`config.mk`:
```
export PLATFORM = sky130hd
export DESIGN_NAME = alu_op_sequencer_flat
export DESIGN_NICKNAME = d
export VERILOG_FILES = /design/src/rtl/alu_pkg.sv /design/src/rtl/alu_op_sequencer_if.sv /design/src/rtl/alu_regfile.sv /design/src/rtl/alu_op_sequencer.sv /design/src/flat_wrapper.sv
export SDC_FILE = /design/constraint.sdc
export NUM_CORES = 1
export LEC_CHECK = 0
export CAP_MARGIN = 20
export CORE_MARGIN = 1.5
export CORE_UTILIZATION = 35
export CTS_CLUSTER_SIZE = 20
export DETAILED_ROUTE_END_ITERATION = 6
export PLACE_DENSITY = 0.56
export SETUP_SLACK_MARGIN = 0.4
export SLEW_MARGIN = 5
export SYNTH_ARGS = -nofsm -noshare
export SYNTH_HDL_FRONTEND = slang
export SYNTH_SLANG_ARGS = --single-unit
```
`constraint.sdc`:
```
create_clock -name clk -period 3.7 [get_ports clk]
set_input_delay 0.37 -clock clk [delete_from_list [all_inputs] [get_ports clk]]
set_output_delay 0.37 -clock clk [all_outputs]
set_load 0.02 [all_outputs]
```
`src/rtl/alu_pkg.sv`:
```
// Shared definitions for the ALU operand/command sequencer: data width,
// opcode encodings, FSM state encoding and the legal-opcode decoder.
package alu_pkg;

    localparam int DW = 9;

    localparam logic [2:0] OP_NOP = 3'b000;
    localparam logic [2:0] OP_ADD = 3'b010;
    localparam logic [2:0] OP_SUB = 3'b011;
    localparam logic [2:0] OP_SRL = 3'b110;
    localparam logic [2:0] OP_SLL = 3'b111;

    typedef enum logic [2:0] {
        S_IDLE  = 3'd0,
        S_FETCH = 3'd1,
        S_EXEC  = 3'd2,
        S_WRITE = 3'd3,
        S_ERR   = 3'd4
    } state_e;

    // Only the four arithmetic/shift opcodes may be sequenced to the ALU.
    function automatic logic op_is_legal(input logic [2:0] op);
        logic legal;
        case (op)
            OP_ADD, OP_SUB, OP_SRL, OP_SLL: legal = 1'b1;
            default:                        legal = 1'b0;
        endcase
        return legal;
    endfunction

endpackage

```
`src/rtl/alu_op_sequencer_if.sv`:
```
// Command, ALU-side and host-port signals of the sequencer bundled together.
// master = command/host/ALU-result driver, slave = the sequencer.
interface alu_op_sequencer_if #(parameter int AW = 3);

    logic                     cmd_valid;
    logic                     cmd_ready;
    logic [2:0]               cmd_op;
    logic [AW-1:0]            cmd_rd;
    logic [AW-1:0]            cmd_rs;
    logic [AW-1:0]            cmd_rt;

    logic [2:0]               alu_instruction;
    logic [alu_pkg::DW-1:0]   alu_a;
    logic [alu_pkg::DW-1:0]   alu_b;
    logic [alu_pkg::DW-1:0]   alu_result;

    logic                     done;
    logic [alu_pkg::DW-1:0]   done_data;
    logic                     err;

    logic                     host_wr_en;
    logic                     host_wr_ready;
    logic [AW-1:0]            host_wr_addr;
    logic [alu_pkg::DW-1:0]   host_wr_data;
    logic [AW-1:0]            host_rd_addr;
    logic [alu_pkg::DW-1:0]   host_rd_data;

    modport master (
        output cmd_valid, cmd_op, cmd_rd, cmd_rs, cmd_rt, alu_result,
               host_wr_en, host_wr_addr, host_wr_data, host_rd_addr,
        input  cmd_ready, alu_instruction, alu_a, alu_b, done, done_data, err,
               host_wr_ready, host_rd_data
    );

    modport slave (
        input  cmd_valid, cmd_op, cmd_rd, cmd_rs, cmd_rt, alu_result,
               host_wr_en, host_wr_addr, host_wr_data, host_rd_addr,
        output cmd_ready, alu_instruction, alu_a, alu_b, done, done_data, err,
               host_wr_ready, host_rd_data
    );

endinterface

```
`src/rtl/alu_regfile.sv`:
```
// NREGS x 9-bit register file: one synchronous write port, combinational
// read ports for the two operand sources and the host.
module alu_regfile
    import alu_pkg::*;
#(
    parameter int NREGS = 8,
    parameter int AW    = $clog2(NREGS)
) (
    input  logic          clk,
    input  logic          rst,
    input  logic          wr_en,
    input  logic [AW-1:0] wr_addr,
    input  logic [DW-1:0] wr_data,
    input  logic [AW-1:0] rs_addr,
    output logic [DW-1:0] rs_data,
    input  logic [AW-1:0] rt_addr,
    output logic [DW-1:0] rt_data,
    input  logic [AW-1:0] host_addr,
    output logic [DW-1:0] host_data
);

    logic [DW-1:0] regs_q [NREGS];
    logic [DW-1:0] regs_d [NREGS];

    // Next register-file contents: at most one entry replaced per cycle.
    always_comb begin
        regs_d = regs_q;
        if (wr_en) begin
            regs_d[wr_addr] = wr_data;
        end else begin
            regs_d = regs_q;
        end
    end

    // Register-file storage with synchronous clear.
    always_ff @(posedge clk) begin
        if (rst) begin
            for (int i = 0; i < NREGS; i++) begin
                regs_q[i] <= {DW{1'b0}};
            end
        end else begin
            regs_q <= regs_d;
        end
    end

    // Reads see the pre-edge value, so a same-cycle write is not forwarded.
    assign rs_data   = regs_q[rs_addr];
    assign rt_data   = regs_q[rt_addr];
    assign host_data = regs_q[host_addr];

endmodule

```
`src/rtl/alu_op_sequencer.sv`:
```
// Sequences one register-to-register command at a time through the external
// sign-magnitude ALU: fetch operands, pulse the opcode for one cycle, capture
// the result and write it back. Illegal opcodes are rejected with an err pulse.
module alu_op_sequencer
    import alu_pkg::*;
#(
    parameter int NREGS = 8
) (
    input  logic              clk,
    input  logic              rst,
    alu_op_sequencer_if.slave bus
);

    localparam int AW = $clog2(NREGS);

    state_e        state_q,       state_d;
    logic [2:0]    op_q,          op_d;
    logic [AW-1:0] rd_q,          rd_d;
    logic [AW-1:0] rs_q,          rs_d;
    logic [AW-1:0] rt_q,          rt_d;
    logic [DW-1:0] alu_a_q,       alu_a_d;
    logic [DW-1:0] alu_b_q,       alu_b_d;
    logic [2:0]    alu_instr_q,   alu_instr_d;
    logic [DW-1:0] result_q,      result_d;
    logic          done_q,        done_d;
    logic [DW-1:0] done_data_q,   done_data_d;
    logic          err_q,         err_d;

    logic          rf_we_s;
    logic [AW-1:0] rf_waddr_s;
    logic [DW-1:0] rf_wdata_s;
    logic [DW-1:0] rs_data_s;
    logic [DW-1:0] rt_data_s;

    alu_regfile #(.NREGS(NREGS), .AW(AW)) u_regfile (
        .clk       (clk),
        .rst       (rst),
        .wr_en     (rf_we_s),
        .wr_addr   (rf_waddr_s),
        .wr_data   (rf_wdata_s),
        .rs_addr   (rs_q),
        .rs_data   (rs_data_s),
        .rt_addr   (rt_q),
        .rt_data   (rt_data_s),
        .host_addr (bus.host_rd_addr),
        .host_data (bus.host_rd_data)
    );

    // Writeback owns the write port in WRITE; the host gets it otherwise.
    always_comb begin
        if (state_q == S_WRITE) begin
            rf_we_s    = 1'b1;
            rf_waddr_s = rd_q;
            rf_wdata_s = result_q;
        end else begin
            rf_we_s    = bus.host_wr_en;
            rf_waddr_s = bus.host_wr_addr;
            rf_wdata_s = bus.host_wr_data;
        end
    end

    // Next-state and registered-output logic. The opcode register is loaded
    // on entry to EXEC only, so the ALU always sees NOP -> op -> NOP edges.
    always_comb begin
        state_d     = state_q;
        op_d        = op_q;
        rd_d        = rd_q;
        rs_d        = rs_q;
        rt_d        = rt_q;
        alu_a_d     = alu_a_q;
        alu_b_d     = alu_b_q;
        alu_instr_d = OP_NOP;
        result_d    = result_q;
        done_d      = 1'b0;
        done_data_d = done_data_q;
        err_d       = 1'b0;
        case (state_q)
            S_IDLE: begin
                if (bus.cmd_valid) begin
                    op_d = bus.cmd_op;
                    rd_d = bus.cmd_rd;
                    rs_d = bus.cmd_rs;
                    rt_d = bus.cmd_rt;
                    if (op_is_legal(bus.cmd_op)) begin
                        state_d = S_FETCH;
                    end else begin
                        state_d = S_ERR;
                        err_d   = 1'b1;
                    end
                end else begin
                    state_d = S_IDLE;
                end
            end
            S_FETCH: begin
                alu_a_d     = rs_data_s;
                alu_b_d     = rt_data_s;
                alu_instr_d = op_q;
                state_d     = S_EXEC;
            end
            S_EXEC: begin
                result_d    = bus.alu_result;
                done_data_d = bus.alu_result;
                done_d      = 1'b1;
                state_d     = S_WRITE;
            end
            S_WRITE: begin
                state_d = S_IDLE;
            end
            S_ERR: begin
                state_d = S_IDLE;
            end
            default: begin
                state_d = S_IDLE;
            end
        endcase
    end

    // State, latched command, operand and result registers.
    always_ff @(posedge clk) begin
        if (rst) begin
            state_q     <= S_IDLE;
            op_q        <= OP_NOP;
            rd_q        <= {AW{1'b0}};
            rs_q        <= {AW{1'b0}};
            rt_q        <= {AW{1'b0}};
            alu_a_q     <= {DW{1'b0}};
            alu_b_q     <= {DW{1'b0}};
            alu_instr_q <= OP_NOP;
            result_q    <= {DW{1'b0}};
            done_q      <= 1'b0;
            done_data_q <= {DW{1'b0}};
            err_q       <= 1'b0;
        end else begin
            state_q     <= state_d;
            op_q        <= op_d;
            rd_q        <= rd_d;
            rs_q        <= rs_d;
            rt_q        <= rt_d;
            alu_a_q     <= alu_a_d;
            alu_b_q     <= alu_b_d;
            alu_instr_q <= alu_instr_d;
            result_q    <= result_d;
            done_q      <= done_d;
            done_data_q <= done_data_d;
            err_q       <= err_d;
        end
    end

    assign bus.cmd_ready       = (state_q == S_IDLE);
    assign bus.host_wr_ready   = (state_q != S_WRITE);
    assign bus.alu_instruction = alu_instr_q;
    assign bus.alu_a           = alu_a_q;
    assign bus.alu_b           = alu_b_q;
    assign bus.done            = done_q;
    assign bus.done_data       = done_data_q;
    assign bus.err             = err_q;

endmodule
```
`src/flat_wrapper.sv`:
```
// flat-port wrapper written by rule: the top's interface ports become plain ports
module alu_op_sequencer_flat import alu_pkg::*;
#(
    parameter int NREGS = 8
)
  (clk, rst, bus_cmd_valid, bus_cmd_op, bus_cmd_rd, bus_cmd_rs, bus_cmd_rt, bus_alu_result, bus_host_wr_en, bus_host_wr_addr, bus_host_wr_data, bus_host_rd_addr, bus_cmd_ready, bus_alu_instruction, bus_alu_a, bus_alu_b, bus_done, bus_done_data, bus_err, bus_host_wr_ready, bus_host_rd_data);
  alu_op_sequencer_if bus_i ();
  input  logic clk;
  input  logic rst;
  input wire logic [$bits(bus_i.cmd_valid)-1:0] bus_cmd_valid;
  input wire logic [$bits(bus_i.cmd_op)-1:0] bus_cmd_op;
  input wire logic [$bits(bus_i.cmd_rd)-1:0] bus_cmd_rd;
  input wire logic [$bits(bus_i.cmd_rs)-1:0] bus_cmd_rs;
  input wire logic [$bits(bus_i.cmd_rt)-1:0] bus_cmd_rt;
  input wire logic [$bits(bus_i.alu_result)-1:0] bus_alu_result;
  input wire logic [$bits(bus_i.host_wr_en)-1:0] bus_host_wr_en;
  input wire logic [$bits(bus_i.host_wr_addr)-1:0] bus_host_wr_addr;
  input wire logic [$bits(bus_i.host_wr_data)-1:0] bus_host_wr_data;
  input wire logic [$bits(bus_i.host_rd_addr)-1:0] bus_host_rd_addr;
  output wire logic [$bits(bus_i.cmd_ready)-1:0] bus_cmd_ready;
  output wire logic [$bits(bus_i.alu_instruction)-1:0] bus_alu_instruction;
  output wire logic [$bits(bus_i.alu_a)-1:0] bus_alu_a;
  output wire logic [$bits(bus_i.alu_b)-1:0] bus_alu_b;
  output wire logic [$bits(bus_i.done)-1:0] bus_done;
  output wire logic [$bits(bus_i.done_data)-1:0] bus_done_data;
  output wire logic [$bits(bus_i.err)-1:0] bus_err;
  output wire logic [$bits(bus_i.host_wr_ready)-1:0] bus_host_wr_ready;
  output wire logic [$bits(bus_i.host_rd_data)-1:0] bus_host_rd_data;
  assign bus_i.cmd_valid = bus_cmd_valid;
  assign bus_i.cmd_op = bus_cmd_op;
  assign bus_i.cmd_rd = bus_cmd_rd;
  assign bus_i.cmd_rs = bus_cmd_rs;
  assign bus_i.cmd_rt = bus_cmd_rt;
  assign bus_i.alu_result = bus_alu_result;
  assign bus_i.host_wr_en = bus_host_wr_en;
  assign bus_i.host_wr_addr = bus_host_wr_addr;
  assign bus_i.host_wr_data = bus_host_wr_data;
  assign bus_i.host_rd_addr = bus_host_rd_addr;
  assign bus_cmd_ready = bus_i.cmd_ready;
  assign bus_alu_instruction = bus_i.alu_instruction;
  assign bus_alu_a = bus_i.alu_a;
  assign bus_alu_b = bus_i.alu_b;
  assign bus_done = bus_i.done;
  assign bus_done_data = bus_i.done_data;
  assign bus_err = bus_i.err;
  assign bus_host_wr_ready = bus_i.host_wr_ready;
  assign bus_host_rd_data = bus_i.host_rd_data;
  alu_op_sequencer #(.NREGS(NREGS)) u_core (.clk(clk), .rst(rst), .bus(bus_i));
endmodule
```
==> insert_results.sql, run 1 <==
INSERT INTO impl_metrics (metric_group, metric, value, unit) VALUES
('global_route', 'grt_pass1_wl', '28400', 'um'),
('clock_network', 'post_cts_resized', '0', ''),
('clock_network', 'post-cts-setup-buffer-count', '0', ''),
('yosys', 'ys_top_cells_by_count', 'sky130_fd_sc_hd__dfxtp_1, sky130_fd_sc_hd__nor2b_1, sky130_fd_sc_hd__nand2_1', ''),
('cells_and_area', 'post_route_cells_drive_above_1_share', '0.180', ''),
('yosys', 'post_synth_inst_count', '620', ''),
('floorplanning', 'die_area', '18800', 'sq um'),
('critical_path', 'worst-path-max-fanout', '18', ''),
('route', 'drtIter0Drc', '262', ''),
('sta', 'grt_setup_unrepaired', 'no', ''),
('route', 'vias', '4934', ''),
('worst_hold_path', 'hold-path-endpoint', 'u_core.op_q[0]', ''),
('critical_path', 'timing.critical_path.mode_cell', 'sky130_fd_sc_hd__clkdlybuf4s50_1', ''),
('route', 'length_of_the_first_detailed_routing_pass_in_iterations', '5', ''),
('yosys', 'syn-cell-area', '6300', 'sq um'),
('critical_path', 'max_stage_delay', '0.56', 'ns'),
('clock_network', 'cts_stage_hold_buffer_count', '0', ''),
('sta', 'final_hold_viol_count', '0', ''),
('placed_design', 'dpl.hpwl', '11700', 'um'),
('critical_path', 'r2r_slack', '1.26', 'ns'),
('worst_hold_path', 'hold_class', 'reg2reg', ''),
('placed_design', 'globalplace.congestion', '0.826', ''),
('yosys', 'synth.avg_cell_area', '10.2', 'sq um'),
('placed_design', 'buffer_ports.inserted', '82', ''),
('sta', 'worst_pin_slew', '1.24', 'ns'),
('critical_path', 'r2r_start', 'u_core.state_q[1]', ''),
('critical_path', 'cp_num_cells', '5', ''),
('cells_and_area', 'fill_cells', '1640', ''),
('clock_network', 'cts_root_buffer', 'sky130_fd_sc_hd__clkbuf_16', ''),
('floorplanning', 'fp.dieH', '137', 'um'),
('power_and_ir_drop', 'max-vdd-ir-drop', '330', 'uV'),
('global_route', 'pin_count_of_the_biggest_net_entering_global_routing', '64', ''),
('placed_design', 'dpl_cell_area', '7240', 'sq um'),
('power_and_ir_drop', 'pwr_cell_area', '445', 'nW/um^2'),
('critical_path', 'setup.worst_path.end_class', 'output pin', ''),
('yosys', 'synth_ff_type', 'sky130_fd_sc_hd__dfxtp_1', ''),
('sta', 'timing.clock.skew', '0.00734', 'ns'),
('power_and_ir_drop', 'leakage', '2.90', 'nW'),
('clock_network', 'cts_max_level', '4', ''),
('yosys', 'postSynthRegisterBits', '119', ''),
('yosys', 'post-synth-top-count-cell', 'sky130_fd_sc_hd__dfxtp_1', ''),
('worst_hold_path', 'hold_path_depth', '2', ''),
('yosys', 'synth_top_area_share', '0.378', ''),
('floorplanning', 'io_pins', '83', ''),
('critical_path', 'slowest_cell_on_crit_path', 'sky130_fd_sc_hd__mux4_2', ''),
('global_route', 'antenna_found_initial', '0', ''),
('run', 'drv.max_cap_violation_count', '0', ''),
('sta', 'min_period_over_period', '0.792', ''),
('clock_network', 'clock_sink_count', '119', ''),
('yosys', 'synth.top_cells.by_area', 'sky130_fd_sc_hd__dfxtp_1, sky130_fd_sc_hd__nor2b_1, sky130_fd_sc_hd__mux2_2, sky130_fd_sc_hd__mux2i_1, sky130_fd_sc_hd__mux4_2', ''),
('floorplanning', 'initial_utilization', '0.361', ''),
('cells_and_area', 'final_cell_area', '7880', 'sq um'),
('route', 'postRouteWirelength', '18200', 'um'),
('critical_path', 'r2r-end', 'u_core.u_regfile.regs_q[36]', ''),
('clock_network', 'cts-buffers-inserted', '17', ''),
('sta', 'setup-tns-final', '0', 'ns'),
('global_route', 'grt-ovfl-total', '0', ''),
('yosys', 'postSynth.asyncResetShare', '0', ''),
('sta', 'final_setup_vio_count', '0', ''),
('yosys', 'yosysSeqAreaShare', '0.378', ''),
('route', 'wl_per_cell', '19.8', 'um'),
('critical_path', 'worstPathCellList', 'clkdlybuf4s50_1 -> buf_4 -> mux4_2 -> mux2_2 -> clkdlybuf4s50_1', ''),
('sta', 'final_max_slew_viol_count', '0', ''),
('sta', 'maxSlewHeadroom', '0.172', ''),
('critical_path', 'critical_path.startpoint_type', 'input port', ''),
('critical_path', 'worstPathArrival', '2.56', 'ns'),
('floorplanning', 'num_rows', '48', ''),
('yosys', 'synth_cell_types', '37', ''),
('yosys', 'synth-edff-count', '0', ''),
('critical_path', 'cp.required', '3.33', 'ns'),
('status', 'result_of_the_run', 'finished, final reports clean', '');
[worst reg2reg max path, cell delays in order, from the launching register on]
cell,delay [ns]
sky130_fd_sc_hd__dfxtp_1,0.50
sky130_fd_sc_hd__and3b_4,0.38
sky130_fd_sc_hd__inv_4,0.15
sky130_fd_sc_hd__nor3b_1,0.36
sky130_fd_sc_hd__o21ba_1,0.57
sky130_fd_sc_hd__mux2_1,0.38
[cell families after synthesis]
logic type	after synthesis	synth area share
XOR/XNOR	1	0.00139
flip-flops	119	0.378
buffers and inverters	47	0.0337
AO/OA/AOI/OAI	109	0.120
multiplexers	156	0.307
AND/OR/NAND/NOR	188	0.159
[sequential cells by signal (all words and copies together), names as in the netlist]
register and count:
u_core.state_q 3, u_core.result_q 9, u_core.op_q 3, u_core.rd_q 3, u_core.bus.alu_b 9, u_core.rt_q 3, u_core.bus.alu_a 9, u_core.bus.err 1
u_core.bus.alu_instruction 3, u_core.rs_q 3, u_core.u_regfile.regs_q 72, u_core.bus.done 1
[cells in the final DEF, fill, tap and decap left out, types with 2 or more instances in the layout]
| master | netlist | layout |
|---|---|---|
| sky130_fd_sc_hd__a32o_1 | 18 | 18 |
| sky130_fd_sc_hd__a211oi_1 | 18 | 18 |
| sky130_fd_sc_hd__buf_12 | 0 | 2 |
| sky130_fd_sc_hd__clkinv_2 | 0 | 7 |
| sky130_fd_sc_hd__nand2b_1 | 3 | 3 |
| sky130_fd_sc_hd__mux2_4 | 9 | 9 |
| sky130_fd_sc_hd__mux2i_1 | 55 | 55 |
| sky130_fd_sc_hd__mux4_2 | 18 | 18 |
| sky130_fd_sc_hd__clkbuf_16 | 0 | 17 |
| sky130_fd_sc_hd__nor2b_1 | 92 | 92 |
| sky130_fd_sc_hd__mux2_1 | 21 | 21 |
| sky130_fd_sc_hd__mux2_2 | 51 | 51 |
| sky130_fd_sc_hd__clkdlybuf4s50_1 | 0 | 81 |
| sky130_fd_sc_hd__a22oi_1 | 18 | 18 |
| sky130_fd_sc_hd__bufinv_16 | 0 | 3 |
| sky130_fd_sc_hd__clkbuf_1 | 21 | 2 |
| sky130_fd_sc_hd__nor3_1 | 7 | 6 |
| sky130_fd_sc_hd__buf_4 | 2 | 4 |
| sky130_fd_sc_hd__clkbuf_8 | 0 | 3 |
| sky130_fd_sc_hd__nor2_1 | 6 | 5 |
| sky130_fd_sc_hd__a21oi_1 | 49 | 49 |
| sky130_fd_sc_hd__o21ba_1 | 2 | 2 |
| sky130_fd_sc_hd__dfxtp_2 | 0 | 2 |
| sky130_fd_sc_hd__o21ai_2 | 2 | 2 |
| sky130_fd_sc_hd__nand2_1 | 65 | 65 |
| sky130_fd_sc_hd__dfxtp_1 | 119 | 117 |
| sky130_fd_sc_hd__and2_1 | 7 | 7 |
[power by group]
group | leakage (nW) | internal (mW) | total [mW] | switching [mW]
clock | 0.303 | 1.10 | 1.68 | 0.579
combinational | 1.63 | 0.199 | 0.442 | 0.243
sequential | 0.965 | 1.33 | 1.38 | 0.0525
total | 2.90 | 2.63 | 3.50 | 0.874
[worst max path at each step]
stage / to / startpoint / slack, ns
after floorplan: bus_host_rd_data[8] / bus_host_rd_addr[0] / 1.63
after global placement: bus_host_rd_data[7] / bus_host_rd_addr[0] / 0.79
after detailed placement: bus_host_rd_data[4] / bus_host_rd_addr[0] / 0.77
after CTS: bus_host_rd_data[4] / bus_host_rd_addr[0] / 0.75
after global routing: bus_host_rd_data[7] / bus_host_rd_addr[0] / 0.71
final: bus_host_rd_data[4] / bus_host_rd_addr[0] / 0.77
[per-layer routing]
layer	GRT usage	vias up	wire length, um
met5	0	-	0
met4	0.0895	0	420
met3	0.0453	29	684
met2	0.326	117	8560
met1	0.271	2435	8540
li1	-	2353	-
[through the flow]
step / setup slack (ns) / total power [mW] / cells / utilization
after CTS: 0.752 / 3.53 / 916 / 0.448
after floorplan: 1.63 / 1.67 / 620 / -
after global placement: 0.786 / 1.84 / 884 / 0.414
after detailed placement: 0.767 / 1.85 / 884 / 0.414
final: 0.770 / 3.50 / 918 / 0.451
after global routing: 0.707 / 3.64 / 918 / 0.451
[final cells by class]
cell class,instances,share of cell area
Clock buffer,22,0.0602
Sequential cell,119,0.303
Multi-Input combinational cell,454,0.473
Tap cell,225,0.0357
Timing Repair Buffer,87,0.112
Inverter,1,0.000794
Clock inverter,10,0.0159
Note: power is estimated with default switching activity, not from simulation.
==> run 2: changes to the inputs <==
PLACE_DENSITY = 0.58   (was 0.56)
clock period = 2.54 ns   (was 3.7 ns; I/O delays follow)
==> insert_results.sql, run 2 (same netlist as run 1, synthesis figures left out) <==
INSERT INTO impl_metrics (metric_group, metric, value, unit) VALUES
('status', 'result_of_the_run', 'finished, final reports clean', ''),
('critical_path', 'slowest_cell_on_crit_path', 'sky130_fd_sc_hd__mux4_2', ''),
('sta', 'min_period_over_period', '0.823', ''),
('critical_path', 'setup.worst_path.end_class', 'output pin', ''),
('floorplanning', 'io_pins', '83', ''),
('critical_path', 'r2r-end', 'u_core.u_regfile.regs_q[33]', ''),
('clock_network', 'clock_sink_count', '119', ''),
('power_and_ir_drop', 'pwr_cell_area', '601', 'nW/um^2'),
('route', 'remaining_drc_errors', '0', ''),
('sta', 'maxSlewHeadroom', '0.511', ''),
('sta', 'final_max_slew_viol_count', '0', ''),
('power_and_ir_drop', 'max-vdd-ir-drop', '528', 'uV'),
('floorplanning', 'num_rows', '48', ''),
('placed_design', 'dpl_cell_area', '7500', 'sq um'),
('power_and_ir_drop', 'leakage', '3.09', 'nW'),
('global_route', 'antenna_found_initial', '0', ''),
('global_route', 'grt-ovfl-total', '0', ''),
('cells_and_area', 'layout.cells.most_common_list', 'sky130_fd_sc_hd__dfxtp_1, sky130_fd_sc_hd__nor2b_1, sky130_fd_sc_hd__clkdlybuf4s50_1, sky130_fd_sc_hd__nand2_1, sky130_fd_sc_hd__mux2i_1', ''),
('critical_path', 'cp.required', '2.29', 'ns'),
('clock_network', 'cts_max_level', '4', ''),
('global_route', 'vias_in_the_first_global_route', '5091', ''),
('floorplanning', 'core', '17500', 'sq um'),
('worst_hold_path', 'hold-path-endpoint', 'u_core.rd_q[2]', ''),
('route', 'length_of_the_first_detailed_routing_pass_in_iterations', '4', ''),
('critical_path', 'worst-path-max-fanout', '7', ''),
('worst_hold_path', 'hold_class', 'in2reg', ''),
('floorplanning', 'fp.dieH', '137', 'um'),
('sta', 'final_hold_viol_count', '0', ''),
('cells_and_area', 'number_of_nets_in_the_layout', '751', ''),
('global_route', 'grt.total_usage', '0.210', ''),
('floorplanning', 'die_area', '18800', 'sq um'),
('global_route', 'pin_count_of_the_biggest_net_entering_global_routing', '47', ''),
('critical_path', 'worstPathCellList', 'clkdlybuf4s15_2 -> bufbuf_16 -> mux4_2 -> mux2_2 -> clkdlybuf4s15_1', ''),
('critical_path', 'max_stage_delay', '0.48', 'ns'),
('sta', 'holdWs', '0.300', 'ns'),
('cells_and_area', 'top_register', 'u_core.u_regfile.regs_q', ''),
('critical_path', 'r2r_slack', '0.45', 'ns'),
('clock_network', 'cts_root_buffer', 'sky130_fd_sc_hd__clkbuf_16', ''),
('floorplanning', 'initial_utilization', '0.361', ''),
('global_route', 'grt_pass1_wl', '29100', 'um'),
('route', 'vias_per_cell', '5.39', ''),
('clock_network', 'clock_slew_seen_by_the_registers_of_the_worst_setup_and_hold_paths', '0.05', 'ns'),
('clock_network', 'worstSkewPairLatency', '0.42', 'ns'),
('sta', 'timing.clock.skew', '0.0106', 'ns'),
('critical_path', 'critical_path.startpoint_type', 'input port', ''),
('worst_hold_path', 'hold_path.startpoint', 'rst', ''),
('floorplanning', 'fp.dieW', '137', 'um'),
('clock_network', 'cts_stage_hold_buffer_count', '0', ''),
('placed_design', 'globalplace.congestion', '0.790', ''),
('clock_network', 'cts-buffers-inserted', '17', ''),
('sta', 'grt_setup_unrepaired', 'no', ''),
('critical_path', 'worstPathArrival', '1.84', 'ns'),
('route', 'postRouteWirelength', '18900', 'um'),
('sta', 'worst_pin_slew', '0.734', 'ns'),
('placed_design', 'dpl.hpwl', '12100', 'um'),
('critical_path', 'r2r_start', 'u_core.state_q[2]', ''),
('route', 'vias', '5102', ''),
('cells_and_area', 'area.growth.synth_to_final', '30.0', '%'),
('sta', 'final_setup_vio_count', '0', ''),
('placed_design', 'buffer_ports.inserted', '82', ''),
('cells_and_area', 'final_cell_area', '8200', 'sq um'),
('cells_and_area', 'diode_insertion_count_for_antenna_repair', '0', ''),
('clock_network', 'cts_tree', 'built', ''),
('run', 'drv.max_cap_violation_count', '0', ''),
('cells_and_area', 'post_route_cells_drive_above_1_share', '0.222', ''),
('critical_path', 'path_class', 'in2out', ''),
('route', 'drtAntennaViolNets', '0', ''),
('sta', 'timing.final.crit_period', '2.09', 'ns'),
('sta', 'max_freq', '478', 'MHz'),
('route', 'wl_per_cell', '19.9', 'um'),
('route', 'drtIter0Drc', '358', ''),
('cells_and_area', 'mostFrequentLayoutCell', 'sky130_fd_sc_hd__dfxtp_1', ''),
('critical_path', 'worstRegToRegCells', '5', ''),
('clock_network', 'cts_max_path_buffers', '2', ''),
('worst_hold_path', 'hold_path_depth', '2', ''),
('cells_and_area', 'max_ffs_per_register', '72', '');
-- run 2: cell types whose count changed in the layout (fill, tap and decap cells not counted), sizes merged --
cell	delta
dlygate4sd2	+2
clkbuf	+6
bufbuf	+2
clkdlybuf4s15	+9
bufinv	-3
buf	+29
clkdlybuf4s50	-13
clkinv	-4
dlymetal6s2s	+1
-- run 2: worst max path at each step --
stage,start,endpoint,slack (ns)
3_5_place_dp,bus_host_rd_addr[0],bus_host_rd_data[0],-0.05
6_report,bus_host_rd_addr[0],bus_host_rd_data[8],0.45
2_1_floorplan,bus_host_rd_addr[0],bus_host_rd_data[8],0.70
3_3_place_gp,bus_host_rd_addr[1],bus_host_rd_data[0],-0.05
5_1_grt,u_core.state_q[2],u_core.u_regfile.regs_q[31],0.40
4_1_cts,u_core.u_regfile.regs_q[42],bus_host_rd_data[6],0.41
-- run 2: power by group --
group          total [mW]  switching, mW  internal [mW]
Sequential           2.00         0.0612           1.94
Combinational       0.728          0.388          0.340
Clock                2.20          0.815           1.38
Total                4.93           1.26           3.66
-- run 2: metal layers --
layer	up-vias	GRT usage	wire length, um
met5	-	0	0
met4	0	0.0895	481
met3	31	0.0357	1020
met2	177	0.350	9060
met1	2469	0.269	8320
li1	2425	-	-
-- run 2: cell type report --
| class | count | area [sq um] |
|---|---|---|
| Fill cell | 1558 | 9280 |
| Multi-Input combinational cell | 454 | 3750 |
| Sequential cell | 119 | 2380 |
| Timing Repair Buffer | 118 | 1240 |
| Clock buffer | 27 | 523 |
| Tap cell | 225 | 282 |
| Clock inverter | 3 | 15.0 |
| Inverter | 1 | 11.3 |
-- run 2: worst max-delay path: cells and delay by family --
family	cells	cell delay, ns
buffers and inverters	3	0.81
multiplexers	2	0.76
-- run 2: what timing repair did --
| action | 4_1_cts | 5_1_grt |
|---|---|---|
| pin swaps | 1 | 1 |
| cloned | 2 | 0 |
| hold endpoints to repair | 0 | 0 |
| endpoints found under the setup margin | 47 | 40 |
| setup buffers | 6 | 1 |
| gates resized for setup | 22 | 12 |
-- run 2: per-stage QoR --
step	total power [mW]	worst slack (ns)	TNS, ns	utilization	instances
floorplan	2.44	0.700	0	-	620
global placement	2.72	-0.0452	-0.180	0.429	908
detailed placement	2.74	-0.0471	-0.273	0.429	908
CTS	4.96	0.405	0	0.467	946
global route	5.11	0.403	0	0.469	947
finish	4.93	0.450	0	0.469	947
